File: src/rtl/uart_pkg.sv
// Shared UART front-end types: receiver FSM states, default frame constants, parity helper.
// The PARITY state exists only when UART_RX_PARITY_EN is defined.
package uart_pkg;

   localparam int UART_OVERSAMPLE = 16;
   localparam int UART_DATA_BITS  = 8;

   typedef enum logic [2:0] {
      ST_IDLE  = 3'd0,
      ST_START = 3'd1,
      ST_DATA  = 3'd2,
`ifdef UART_RX_PARITY_EN
      ST_PARITY = 3'd3,
`endif
      ST_STOP  = 3'd4
   } rx_state_e;

   // Callers zero-extend narrower words; XOR of the padding is 0.
   function automatic logic even_parity(input logic [31:0] d);
      return ^d;
   endfunction

endpackage

File: src/rtl/uart_tick_gen.sv
// Baud divider: pulses tick for one clock every BAUD_DIV enabled clocks; clr holds it at zero.
module uart_tick_gen #(
   parameter int BAUD_DIV = 4
) (
   input  logic clk,
   input  logic rst,
   input  logic en,
   input  logic clr,
   output logic tick
);

   localparam int CW = (BAUD_DIV > 1) ? $clog2(BAUD_DIV) : 1;

   logic [CW-1:0] cnt_q, cnt_d;

   always_comb begin
      tick  = en && (cnt_q == CW'(BAUD_DIV - 1));
      cnt_d = cnt_q;
      if (clr || tick)
         cnt_d = '0;
      else if (en)
         cnt_d = cnt_q + CW'(1);
   end

   always_ff @(posedge clk) begin
      if (!rst)
         cnt_q <= '0;
      else
         cnt_q <= cnt_d;
   end

endmodule

File: src/rtl/uart_rx.sv
// Oversampling UART receiver with valid/ready output and frame/overrun flags.
// Define UART_RX_PARITY_EN to add an even-parity bit and the parity_err port.
module uart_rx
   import uart_pkg::*;
#(
   parameter int BAUD_DIV   = 4,
   parameter int OVERSAMPLE = UART_OVERSAMPLE,
   parameter int DATA_BITS  = UART_DATA_BITS
) (
   input  logic                 clk,
   input  logic                 rst,
   input  logic                 rxd,
   input  logic                 ready,
   output logic [DATA_BITS-1:0] data_out,
   output logic                 valid,
   output logic                 frame_err,
   output logic                 overrun
`ifdef UART_RX_PARITY_EN
   ,
   output logic                 parity_err
`endif
);

   localparam int OW = $clog2(OVERSAMPLE);
   localparam int BW = (DATA_BITS > 1) ? $clog2(DATA_BITS) : 1;

   logic [1:0]           sync_q, sync_d;
   rx_state_e            state_q, state_d;
   logic [OW-1:0]        os_cnt_q, os_cnt_d;
   logic [BW-1:0]        bit_cnt_q, bit_cnt_d;
   logic [DATA_BITS-1:0] shift_q, shift_d;
   logic [DATA_BITS-1:0] data_q, data_d;
   logic                 valid_q, valid_d;
   logic                 ferr_q, ferr_d;
   logic                 ovr_q, ovr_d;
`ifdef UART_RX_PARITY_EN
   logic                 par_bit_q, par_bit_d;
   logic                 perr_q, perr_d;
`endif

   logic rxs, tick, half, full, done;

   assign rxs = sync_q[1];

   uart_tick_gen #(.BAUD_DIV(BAUD_DIV)) u_tick (
      .clk  (clk),
      .rst  (rst),
      .en   (state_q != ST_IDLE),
      .clr  (state_q == ST_IDLE),
      .tick (tick)
   );

   always_comb begin
      sync_d    = {sync_q[0], rxd};
      state_d   = state_q;
      bit_cnt_d = bit_cnt_q;
      shift_d   = shift_q;
      data_d    = data_q;
      valid_d   = valid_q;
      ferr_d    = ferr_q;
      ovr_d     = 1'b0;
`ifdef UART_RX_PARITY_EN
      par_bit_d = par_bit_q;
      perr_d    = perr_q;
`endif
      done = 1'b0;
      half = tick && (os_cnt_q == OW'(OVERSAMPLE/2 - 1));
      full = tick && (os_cnt_q == OW'(OVERSAMPLE - 1));

      case (state_q)
         ST_IDLE:  if (!rxs) state_d = ST_START;
         ST_START: if (half) begin
            state_d   = rxs ? ST_IDLE : ST_DATA;
            bit_cnt_d = '0;
         end
         ST_DATA:  if (full) begin
            shift_d   = {rxs, shift_q[DATA_BITS-1:1]};
            bit_cnt_d = bit_cnt_q + BW'(1);
            if (bit_cnt_q == BW'(DATA_BITS - 1))
`ifdef UART_RX_PARITY_EN
               state_d = ST_PARITY;
`else
               state_d = ST_STOP;
`endif
         end
`ifdef UART_RX_PARITY_EN
         ST_PARITY: if (full) begin
            par_bit_d = rxs;
            state_d   = ST_STOP;
         end
`endif
         ST_STOP:  if (full) begin
            state_d = ST_IDLE;
            done    = 1'b1;
         end
         default:  state_d = ST_IDLE;
      endcase

      // Counter restarts on every state change so each phase measures from its own entry.
      os_cnt_d = os_cnt_q;
      if (state_d != state_q || state_q == ST_IDLE)
         os_cnt_d = '0;
      else if (tick)
         os_cnt_d = full ? '0 : os_cnt_q + OW'(1);

      if (valid_q && ready)
         valid_d = 1'b0;
      if (done) begin
         if (!valid_q || ready) begin
            data_d  = shift_q;
            ferr_d  = ~rxs;
            valid_d = 1'b1;
`ifdef UART_RX_PARITY_EN
            perr_d  = even_parity(32'(shift_q)) ^ par_bit_q;
`endif
         end else begin
            ovr_d = 1'b1;
         end
      end
   end

   always_ff @(posedge clk) begin
      if (!rst) begin
         sync_q    <= 2'b11;
         state_q   <= ST_IDLE;
         os_cnt_q  <= '0;
         bit_cnt_q <= '0;
         shift_q   <= '0;
         data_q    <= '0;
         valid_q   <= 1'b0;
         ferr_q    <= 1'b0;
         ovr_q     <= 1'b0;
`ifdef UART_RX_PARITY_EN
         par_bit_q <= 1'b0;
         perr_q    <= 1'b0;
`endif
      end else begin
         sync_q    <= sync_d;
         state_q   <= state_d;
         os_cnt_q  <= os_cnt_d;
         bit_cnt_q <= bit_cnt_d;
         shift_q   <= shift_d;
         data_q    <= data_d;
         valid_q   <= valid_d;
         ferr_q    <= ferr_d;
         ovr_q     <= ovr_d;
`ifdef UART_RX_PARITY_EN
         par_bit_q <= par_bit_d;
         perr_q    <= perr_d;
`endif
      end
   end

   assign data_out  = data_q;
   assign valid     = valid_q;
   assign frame_err = ferr_q;
   assign overrun   = ovr_q;
`ifdef UART_RX_PARITY_EN
   assign parity_err = perr_q;
`endif

endmodule

File: config.mk
export PLATFORM = sky130hd
export DESIGN_NAME = uart_rx
export DESIGN_NICKNAME = d
export VERILOG_FILES = /design/src/rtl/uart_pkg.sv /design/src/rtl/uart_tick_gen.sv /design/src/rtl/uart_rx.sv
export SDC_FILE = /design/constraint.sdc
export NUM_CORES = 1
export LEC_CHECK = 0
export ABC_AREA = 1
export CORE_MARGIN = 2
export CORE_UTILIZATION = 47
export DETAILED_ROUTE_END_ITERATION = 6
export GPL_ROUTABILITY_DRIVEN = 0
export PLACE_DENSITY = 0.72
export SLEW_MARGIN = 30
export SYNTH_ARGS = -nofsm -noshare
export SYNTH_HDL_FRONTEND = slang
export SYNTH_SLANG_ARGS = --single-unit
File: constraint.sdc
create_clock -name clk -period 1.4 [get_ports clk]
set_input_delay 0.14 -clock clk [delete_from_list [all_inputs] [get_ports clk]]
set_output_delay 0.14 -clock clk [all_outputs]
set_load 0.03 [all_outputs]
==> results.md <==
* Gr ovfl total at 0
* Most frequent cells in the layout: 42 x nor2_1, 28 x dfxtp_1, 13 x nand2_1, 13 x buf_4, 12 x inv_1
* DRC at 0
* Clk_lat worst skew at 0.36 ns
* CTS tree: built
* H-tree lvl count at 2
* Syn_area_per_cell at 7.96 sq um
* Post-Syn Instances at 180
* CORE AREA at 2980 sq um
* Die Y at 59.2 um
* NumNets Final at 225
* First drt pass iteration count at 4
* Crit path DAT at 1.74 ns
* Worst setup margin at -0.0744 ns
* Worst setup path endpoint: data_out[3]
* Met3 WL at 84 um
* IO Port Bufs at 14
* Tmin final at 1.47 ns
* Max FO, Critical Path at 8
* DR top layer: met4
* Max VDD drop at 0.559 mV
* Yosys reg bits at 33
* Critical path depth at 8
* ANT nets after route at 0
* CTS Sinks at 33
* Leak at 0.874 nW
* Final setup viols at 20
* Post-Route WL at 3.52 mm
* Setup Skew at 0.0129 ns
* WHS at 0.362 ns
* Clock buffer depth at 2
* Post-synthesis simple-gate area fraction at 31.6%
* Largest net degree at the start of global routing at 18
* Met2 WL post-DR at 1.91 mm
* Cell Chain, Critical Path: ha_4 > nand2_4 > inv_2 > nand2_4 > nor2_8 > nand3_2 > o21ai_0 > nor2_1
* DIE WIDTH at 59.2 um
* Pwr/cell area at 976 nW/um^2
* Vias in the first global route at 1279
* Status: finished, violations left
* Nature of the critical path endpoint: register
* Max-Cap Viols at 0
* CTS buffer count at 5
* DP HPWL at 2.13 mm
* Crit path from: os_cnt_q[0]
* Complex-gate fraction of the synthesized area at 12.5%
* FF-to-FF Start: os_cnt_q[0]
* Vias at 1312
* Gr usage total at 20.4%
* Clk pin slew, worst setup/hold paths at 0.12 ns
* # IOs at 15
* WS Path Type: reg -> reg
* Slew @ Worst Pin at 0.436 ns
* Tot Pwr at 1.96 mW
* Delay-heaviest family, CP: simple AND/OR/NAND/NOR gates
* Largest family of logic cells by synthesized area: simple AND/OR/NAND/NOR gates
* Post-cts hold buffer count at 0
* Yosys cell types at 27
* Worst R2R End: data_out[3]
* Die area at 3510 sq um
* Total inserted antenna cells at 0
* Buffers and inverters on the worst path at 1
* Worst stage delay on the critical path at 0.37 ns
* Critical path's slowest cell: dfxtp_2
* Sequential area share after synthesis at 46.1%
* Global-route wire length before repair at 5.37 mm
* P&R area growth vs syn at 40.5%
* M1 wire length at 1.47 mm
* Post-Synth Adder-Cell Area at 3.49%
* Period utilisation layout at 105%
* Req. time, crit path at 1.66 ns
* Initial Util at 48.1%
* Fmax at 678 MHz
* Mux cell area share after synthesis at 0%
* Hold Vio Cnt, Final at 0
* Num rows at 20
* Crit start category: register
* Most used cell, CP: nand2_4
* Yosys Warn Count at 0
* Initial DRC Count at 37
* R2R Setup Slk at -0.07 ns
* Setup repair after global routing missed its margin: true
* Rel. slew slack at 70.8%
* Average wire per standard cell at 14.0 um
* Syn_nets at 188
* Via density at 5.23
* Mapped cell area at 1430 sq um
* Initial antenna violation count at 0
* Most common cell after layout, fill and taps aside: nor2_1
* Synth Area in XOR/XNOR at 0.611%
* Layout cells sized above 1 at 37.6%
* Failing checks: negative setup slack
* Worst Hold Class: in -> reg
* R2R cell count at 8
* Root buffer cell: clkbuf_4
* Slew Limit Fails at 0
==> cell type report <==
cell class | count | area (sq um)
inverters | 17 | 73.8
well taps | 33 | 41.3
clock buffers | 5 | 37.5
clock inverters | 3 | 65.1
repair buffers | 29 | 246
repair inverters | 1 | 5.00
flip-flops and latches | 33 | 667
multi-input cells | 130 | 877
fillers | 241 | 965
==> flip-flops by register name, summed over array words and instances, names as in the netlist <==
signal / flops
bit_cnt_q: 3
data_out: 8
frame_err: 1
shift_q: 8
overrun: 1
sync_q: 2
valid: 1
state_q: 3
u_tick.cnt_q: 2
os_cnt_q: 4
==> synthesized netlist by cell type <==
master,instances,area share (%)
nor2_1,45,12
dfxtp_1,33,46
nand2_1,19,5.0
o21ai_0,19,6.6
inv_1,14,3.7
a21oi_1,8,2.8
nand3_1,7,2.4
ha_1,4,3.5
nor2_2,4,1.7
nor3_1,4,1.4
nand2_4,3,2.4
clkbuf_1,2,0.52
clkinv_4,2,1.2
o21ai_1,2,0.70
or2_2,2,0.87
a21boi_4,1,1.3
a21oi_2,1,0.61
a31oi_1,1,0.44
inv_2,1,0.26
nand2_2,1,0.44
nand3_2,1,0.70
nand3_4,1,1.2
nand4_1,1,0.44
nor2_8,1,1.4
nor3_2,1,0.70
nor3_4,1,1.1
xor2_1,1,0.61
==> logic make-up after synthesis <==
family / count (synthesis)
buf+inv: 19
xor+xnor: 1
flops: 33
simple gates: 91
compound gates: 32
fa+ha+maj: 4
==> stage by stage <==
stage               util [%]  area [sq um]  cells  setup TNS [ns]  setup slack [ns]
floorplan                  -          1430    180               0            0.0191
global placement        56.0          1670    233         -0.0251           -0.0108
detailed placement      56.0          1670    233          -0.880           -0.0966
CTS                     62.9          1870    247          -0.100           -0.0189
global route            67.6          2010    251           -2.55            -0.166
finish                  67.6          2010    251          -0.581           -0.0744
==> how the worst min path moves through the flow <==
stage | startpoint | endpoint | slack [ns] | cells past startpoint
after floorplan | rxd | sync_q[0] | 0.25 | 1
after global placement | sync_q[0] | sync_q[1] | 0.40 | 1
after detailed placement | u_tick.cnt_q[0] | u_tick.cnt_q[0] | 0.43 | 1
after CTS | rxd | sync_q[0] | 0.36 | 2
after global routing | rxd | sync_q[0] | 0.39 | 2
final | rxd | sync_q[0] | 0.36 | 2
==> report_power, final <==
part | internal [mW] | switching, mW | total [mW]
clock | 0.553 | 0.349 | 0.901
sequential | 0.949 | 0.00796 | 0.957
combinational | 0.0435 | 0.0623 | 0.106
total | 1.54 | 0.419 | 1.96
==> timing repair <==
action,4_1_cts,5_1_grt
resized for setup,40,32
cloned,2,1
endpoints found under the setup margin,36,27
setup buffers,4,3
pin swaps,6,12
==> per-layer routing <==
| metal | vias up | track usage [%] |
|---|---|---|
| met1 | 625 | 23.6 |
| li1 | 659 | - |
| met4 | 0 | 8.77 |
| met5 | - | 0 |
| met2 | 23 | 35.2 |
| met3 | 5 | 5.24 |
==> worst reg2reg max path: stages (launching register included) <==
cell	delay [ns]
dfxtp_2	0.37
ha_4	0.15
nand2_4	0.06
inv_2	0.08
nand2_4	0.07
nor2_8	0.22
nand3_2	0.18
o21ai_0	0.22
nor2_1	0.06
Note: power is estimated with default switching activity, not from simulation.
